==> src/rtl/sram_like_arbiter.sv <==
// sram_like_arbiter: merges the cpu_core inst and data SRAM-like master ports
// onto one SRAM-like memory port. Data wins when both request. A tag FIFO
// remembers which master owns each accepted request so in-order responses
// are routed back to the right master.
//
// Handshake: a master raises <m>_sram_req with stable fields and holds them
// until it sees <m>_sram_addr_ok in the same cycle. mem_req/mem_addr_ok follow
// the same rule on the memory side, and a request is accepted exactly in a
// cycle where mem_req && mem_addr_ok. mem_data_ok is a one-cycle, in-order
// response with no back-pressure.
module sram_like_arbiter #(
  parameter int MAX_OUTSTANDING = 4,
  localparam int PTR_W = $clog2(MAX_OUTSTANDING),
  localparam int CNT_W = PTR_W + 1
) (
  input  logic              clk,
  input  logic              reset,
  input  logic              inst_sram_req,
  input  logic              inst_sram_wr,
  input  logic [1:0]        inst_sram_size,
  input  logic [31:0]       inst_sram_addr,
  input  logic [3:0]        inst_sram_wstrb,
  input  logic [31:0]       inst_sram_wdata,
  output logic              inst_sram_addr_ok,
  output logic              inst_sram_data_ok,
  output logic [31:0]       inst_sram_rdata,
  input  logic              data_sram_req,
  input  logic              data_sram_wr,
  input  logic [1:0]        data_sram_size,
  input  logic [31:0]       data_sram_addr,
  input  logic [3:0]        data_sram_wstrb,
  input  logic [31:0]       data_sram_wdata,
  output logic              data_sram_addr_ok,
  output logic              data_sram_data_ok,
  output logic [31:0]       data_sram_rdata,
  output logic              mem_req,
  output logic              mem_wr,
  output logic [1:0]        mem_size,
  output logic [31:0]       mem_addr,
  output logic [3:0]        mem_wstrb,
  output logic [31:0]       mem_wdata,
  input  logic              mem_addr_ok,
  input  logic              mem_data_ok,
  input  logic [31:0]       mem_rdata,
  output logic              protocol_err,
  output logic [1:0]        dbg_state,
  output logic [CNT_W-1:0]  dbg_count
);

  typedef enum logic [1:0] {
    IDLE      = 2'd0,
    HOLD_INST = 2'd1,
    HOLD_DATA = 2'd2
  } state_t;

  state_t            state, state_n;
  logic              grant_data;
  logic              grant_req;
  logic              accept;
  logic              pop;
  logic              fifo_full;
  logic              fifo_empty;
  logic              head_tag;
  logic [PTR_W-1:0]  wr_ptr, rd_ptr;
  logic [CNT_W-1:0]  count;
  logic              tag_mem [MAX_OUTSTANDING];

  assign fifo_full  = (count == CNT_W'(MAX_OUTSTANDING));
  assign fifo_empty = (count == '0);

  // Grant selection: live priority in IDLE, frozen while a request is held.
  always_comb begin
    grant_data = 1'b0;
    grant_req  = 1'b0;
    case (state)
      IDLE: begin
        grant_data = data_sram_req;
        grant_req  = data_sram_req | inst_sram_req;
      end
      HOLD_INST: grant_req = inst_sram_req;
      HOLD_DATA: begin
        grant_data = 1'b1;
        grant_req  = data_sram_req;
      end
      default: ;
    endcase
  end

  // A full tag FIFO blocks issue so a response slot always exists.
  assign mem_req = grant_req & ~fifo_full;
  assign accept  = mem_req & mem_addr_ok;

  assign inst_sram_addr_ok = accept & ~grant_data;
  assign data_sram_addr_ok = accept & grant_data;

  // Request field mux; everything reads as zero when no request is issued.
  always_comb begin
    mem_wr    = 1'b0;
    mem_size  = 2'd0;
    mem_addr  = 32'd0;
    mem_wstrb = 4'd0;
    mem_wdata = 32'd0;
    if (mem_req) begin
      if (grant_data) begin
        mem_wr    = data_sram_wr;
        mem_size  = data_sram_size;
        mem_addr  = data_sram_addr;
        mem_wstrb = data_sram_wstrb;
        mem_wdata = data_sram_wdata;
      end else begin
        mem_wr    = inst_sram_wr;
        mem_size  = inst_sram_size;
        mem_addr  = inst_sram_addr;
        mem_wstrb = inst_sram_wstrb;
        mem_wdata = inst_sram_wdata;
      end
    end
  end

  // Next grant state: hold the issued master until memory accepts it.
  always_comb begin
    state_n = state;
    case (state)
      IDLE: begin
        if (mem_req && !mem_addr_ok)
          state_n = grant_data ? HOLD_DATA : HOLD_INST;
      end
      HOLD_INST,
      HOLD_DATA: begin
        if (accept)
          state_n = IDLE;
      end
      default: state_n = IDLE;
    endcase
  end

  // Grant state register.
  always_ff @(posedge clk) begin
    if (reset) state <= IDLE;
    else       state <= state_n;
  end

  // Response routing: the head tag names the owner of the oldest request.
  assign head_tag          = tag_mem[rd_ptr];
  assign pop               = mem_data_ok & ~fifo_empty;
  assign inst_sram_data_ok = pop & ~head_tag;
  assign data_sram_data_ok = pop & head_tag;
  assign inst_sram_rdata   = mem_rdata;
  assign data_sram_rdata   = mem_rdata;

  // Tag storage; only the pointers and count need reset.
  always_ff @(posedge clk) begin
    if (accept) tag_mem[wr_ptr] <= grant_data;
  end

  // Tag FIFO pointers and occupancy; pointers wrap naturally at the depth.
  always_ff @(posedge clk) begin
    if (reset) begin
      wr_ptr <= '0;
      rd_ptr <= '0;
      count  <= '0;
    end else begin
      if (accept) wr_ptr <= wr_ptr + 1'b1;
      if (pop)    rd_ptr <= rd_ptr + 1'b1;
      case ({accept, pop})
        2'b10:   count <= count + 1'b1;
        2'b01:   count <= count - 1'b1;
        default: count <= count;
      endcase
    end
  end

  // Sticky flag for a response arriving with nothing outstanding.
  always_ff @(posedge clk) begin
    if (reset)                         protocol_err <= 1'b0;
    else if (mem_data_ok && fifo_empty) protocol_err <= 1'b1;
  end

  assign dbg_state = state;
  assign dbg_count = count;

endmodule
==> config.mk <==
export PLATFORM = sky130hd
export DESIGN_NAME = sram_like_arbiter
export DESIGN_NICKNAME = d
export VERILOG_FILES = /design/src/rtl/sram_like_arbiter.sv
export SDC_FILE = /design/constraint.sdc
export NUM_CORES = 1
export LEC_CHECK = 0
export ABC_AREA = 1
export CAP_MARGIN = 10
export CORE_AREA = 5 5 123 125
export CTS_CLUSTER_SIZE = 16
export DETAILED_ROUTE_END_ITERATION = 7
export DIE_AREA = 0 0 128 130
export PLACE_DENSITY_LB_ADDON = 0.2
export SYNTH_ARGS = -nofsm -noshare
export SYNTH_HDL_FRONTEND = slang
export SYNTH_SLANG_ARGS = --single-unit
==> constraint.sdc <==
create_clock -name clk -period 2.55 [get_ports clk]
set_input_delay 0.255 -clock clk [delete_from_list [all_inputs] [get_ports clk]]
set_output_delay 0.255 -clock clk [all_outputs]
set_load 0.03 [all_outputs]
==> impl_metrics.toml <==
[run_status]
status = "finished clean"

[logic_synthesis]
syn_nets = 596
synth_top_area_frac = 0.250
syn_avg_cell_area_um2 = 6.07
synth.cell_area_um2 = 2460
yosysWarnings = 0
netlist_top_cells_area = "buf_4 (25%), nand2_1 (23%), a21oi_1 (14%)"
synth_top_area_cell = "buf_4"
ys_seq_area_frac = 0.146
syn_inst = 406
synth_seq_cells = 16
synth_cell_types = 24

[sta]
hold_viol_final = 0
fmax_ghz = 0.417
worst_pin_slew_ps = 343
tns_ps = 0
finalSetupViolations = 0
final.period_utilization = 0.940
skew_ps = 3.39
final.setup.worst_slack_ps = 154
maxSlewViolCount = 0
slew_headroom = 0.771
rsz0062_at_grt = "false"
period_minus_slack_ps = 2400

[place]
dp_hpwl_um = 9970
placed_cells = 745
port_buffers = 229
post-place-ws_ps = 71.5
gp_congestion = 0.846

[pwr]
seq_power_share = 0.073
switchingPower_mw = 2.96
swShare = 0.551
cell_internal_pwr_mw = 2.41
ir_drop_v = 0.000428
combinationalPowerShare = 0.869
p_leak_nw = 2.12
pwr-share-clk = 0.058
p_total_mw = 5.37
power.density_nw_per_um2 = 1140

[clock_tree]
clkTransAtPathRegs_ps = 50
cts_buffer_depth = 2
cts_tree = "built"
cts_max_level = 1
cts-root-buf = "clkbuf_16"
clock_latency_ps = 250
numCtsBuffers = 3
clock_sinks = 16

[critical_path]
critical_path.startpoint_type = "flop"
cp.required_ps = 2300
cp_cell_sequence = "buf_4 -> ha_1 -> a21oi_4 -> nand2_8 -> inv_1 -> clkdlybuf4s50_1"
slowest_delay_ps = 680
cp_max_fo = 18
critical_path_class = "flop to output pin"
crit_arrival_ps = 2140
slowest_stage = "clkdlybuf4s50_1"
setup.worst_path.end_class = "output pin"

[finish]
num-nets-final = 762
area_delta_synth_final_pct = 90.5
fin_cells = 751
drive_gt1_frac = 0.170
fillers = 1532
final_core_util = 0.341
n_antenna_cell = 0

[worst_hold_path]
hold_path.class = "flop to flop"

[die]
die_w_um = 128
die_y_um = 130
rows = 43
initial_core_util = 0.179
io_pins = 326
coreArea_um2 = 13800
dieArea_um2 = 16600

[flow_run]
max_cap_violations = 0

[routing]
drt_wl_total_um = 11600
viasPerCell = 4.07
dr.pass1.iters = 4
drc = 0
drt-initial-drc-count = 112
antenna_left = 0
wl_per_cell_um = 15.5
route.vias.total = 3060

[global_routing]
grt_max_degree = 37
grt_pass1_vias = 3182
grt_remaining_overflow = 0
grt_usage = 0.126
grt_pass1_wl_um = 16800
grt_antenna_before_repair = 0
-- logic make-up after synthesis --
family | count (synthesis) | share of synthesized area
compound gates | 95 | 0.222
simple gates | 174 | 0.276
flops | 16 | 0.146
fa+ha+maj | 10 | 0.0538
buf+inv | 111 | 0.302
-- placed cells by master (no fill, tap or decap), drive strengths merged --
master,netlist,layout
nor2,14,14
inv,23,23
edfxtp,4,4
nand3,4,4
dfxtp,12,12
a21oi,85,85
o21ai,9,9
clkbuf,0,4
a32oi,1,1
ha,9,9
nand3b,1,1
fa,1,1
clkdlybuf4s50,0,156
buf,88,70
dlygate4sd2,0,15
nand2,155,156
dlymetal6s2s,0,7
-- worst max-delay path, delay by kind of cell (launching register included) --
family	cells	cell delay (ps)
compound gates	1	280
fa+ha+maj	1	200
buf+inv	3	920
flops	1	320
simple gates	1	180
-- per-layer routing --
layer / vias to the layer above / global-route usage / share of wire
met5: - / 0 / 0
met4: 0 / 0.0449 / 0.033
met3: 27 / 0.0397 / 0.081
met2: 160 / 0.232 / 0.53
met1: 1325 / 0.136 / 0.35
li1: 1548 / - / -
-- cells in the mapped netlist --
cell / number
ha_1: 9
fa_1: 1
dfxtp_1: 12
nand3b_1: 1
inv_1: 22
nand2_1: 153
a21oi_4: 1
buf_2: 4
nor2_2: 1
nand2_2: 1
o21ai_1: 3
o21ai_0: 5
buf_4: 82
edfxtp_1: 4
a21oi_1: 70
nand2_4: 1
nand3_1: 3
a32oi_1: 1
inv_2: 1
nand3_2: 1
nor2_1: 13
o21ai_2: 1
a21oi_2: 14
buf_6: 2
-- final cells by class --
cell class	count	area, µm²	area share
Multi-Input combinational cell	280	1390	0.297
Sequential cell	16	360	0.0768
Clock buffer	4	78.8	0.0168
Inverter	23	86.3	0.0184
Tap cell	180	225	0.0480
Timing Repair Buffer	248	2550	0.543
-- power by group through the flow --
stage	clock [mW]	combinational (mW)	sequential [mW]
after global routing	0.337	5.02	0.401
after floorplan	0	2.80	0.458
after CTS	0.321	4.71	0.392
final	0.312	4.66	0.390
after global placement	0	4.73	0.395
after detailed placement	0	4.76	0.397
-- path summary, 6_finish.rpt --
| path | depth (start not counted) | slack [ps] | to | from |
|---|---|---|---|---|
| setup reg to reg | 12 | 260 | dbg_count[2]$_SDFFE_PP0P_ | dbg_state[1]$_SDFFE_PP0P_ |
| hold / removal | 2 | 450 | protocol_err$_SDFFE_PP0P_ | protocol_err$_SDFFE_PP0P_ |
| hold reg to reg | 2 | 450 | protocol_err$_SDFFE_PP0P_ | protocol_err$_SDFFE_PP0P_ |
| setup / recovery | 6 | 150 | mem_req | dbg_state[1]$_SDFFE_PP0P_ |
-- per-stage QoR --
| stage | area [µm²] | hold WS (ps) |
|---|---|---|
| 3_3_place_gp | 4580 | 442 |
| 2_1_floorplan | 2460 | 324 |
| 4_1_cts | 4650 | 455 |
| 5_1_grt | 4690 | 466 |
| 6_report | 4690 | 452 |
| 3_5_place_dp | 4580 | 447 |
-- what timing repair did --
| action | 4_1_cts | 5_1_grt |
|---|---|---|
| pin swaps | 1 | 2 |
| cloned | 0 | 1 |
| hold buffers | 0 | 0 |
| buffers inserted | 0 | 1 |
| hold endpoints to repair | 0 | 0 |
| gates resized for setup | 17 | 10 |
| endpoints found under the setup margin | 36 | 21 |
Power figures use the tool's default switching activity.
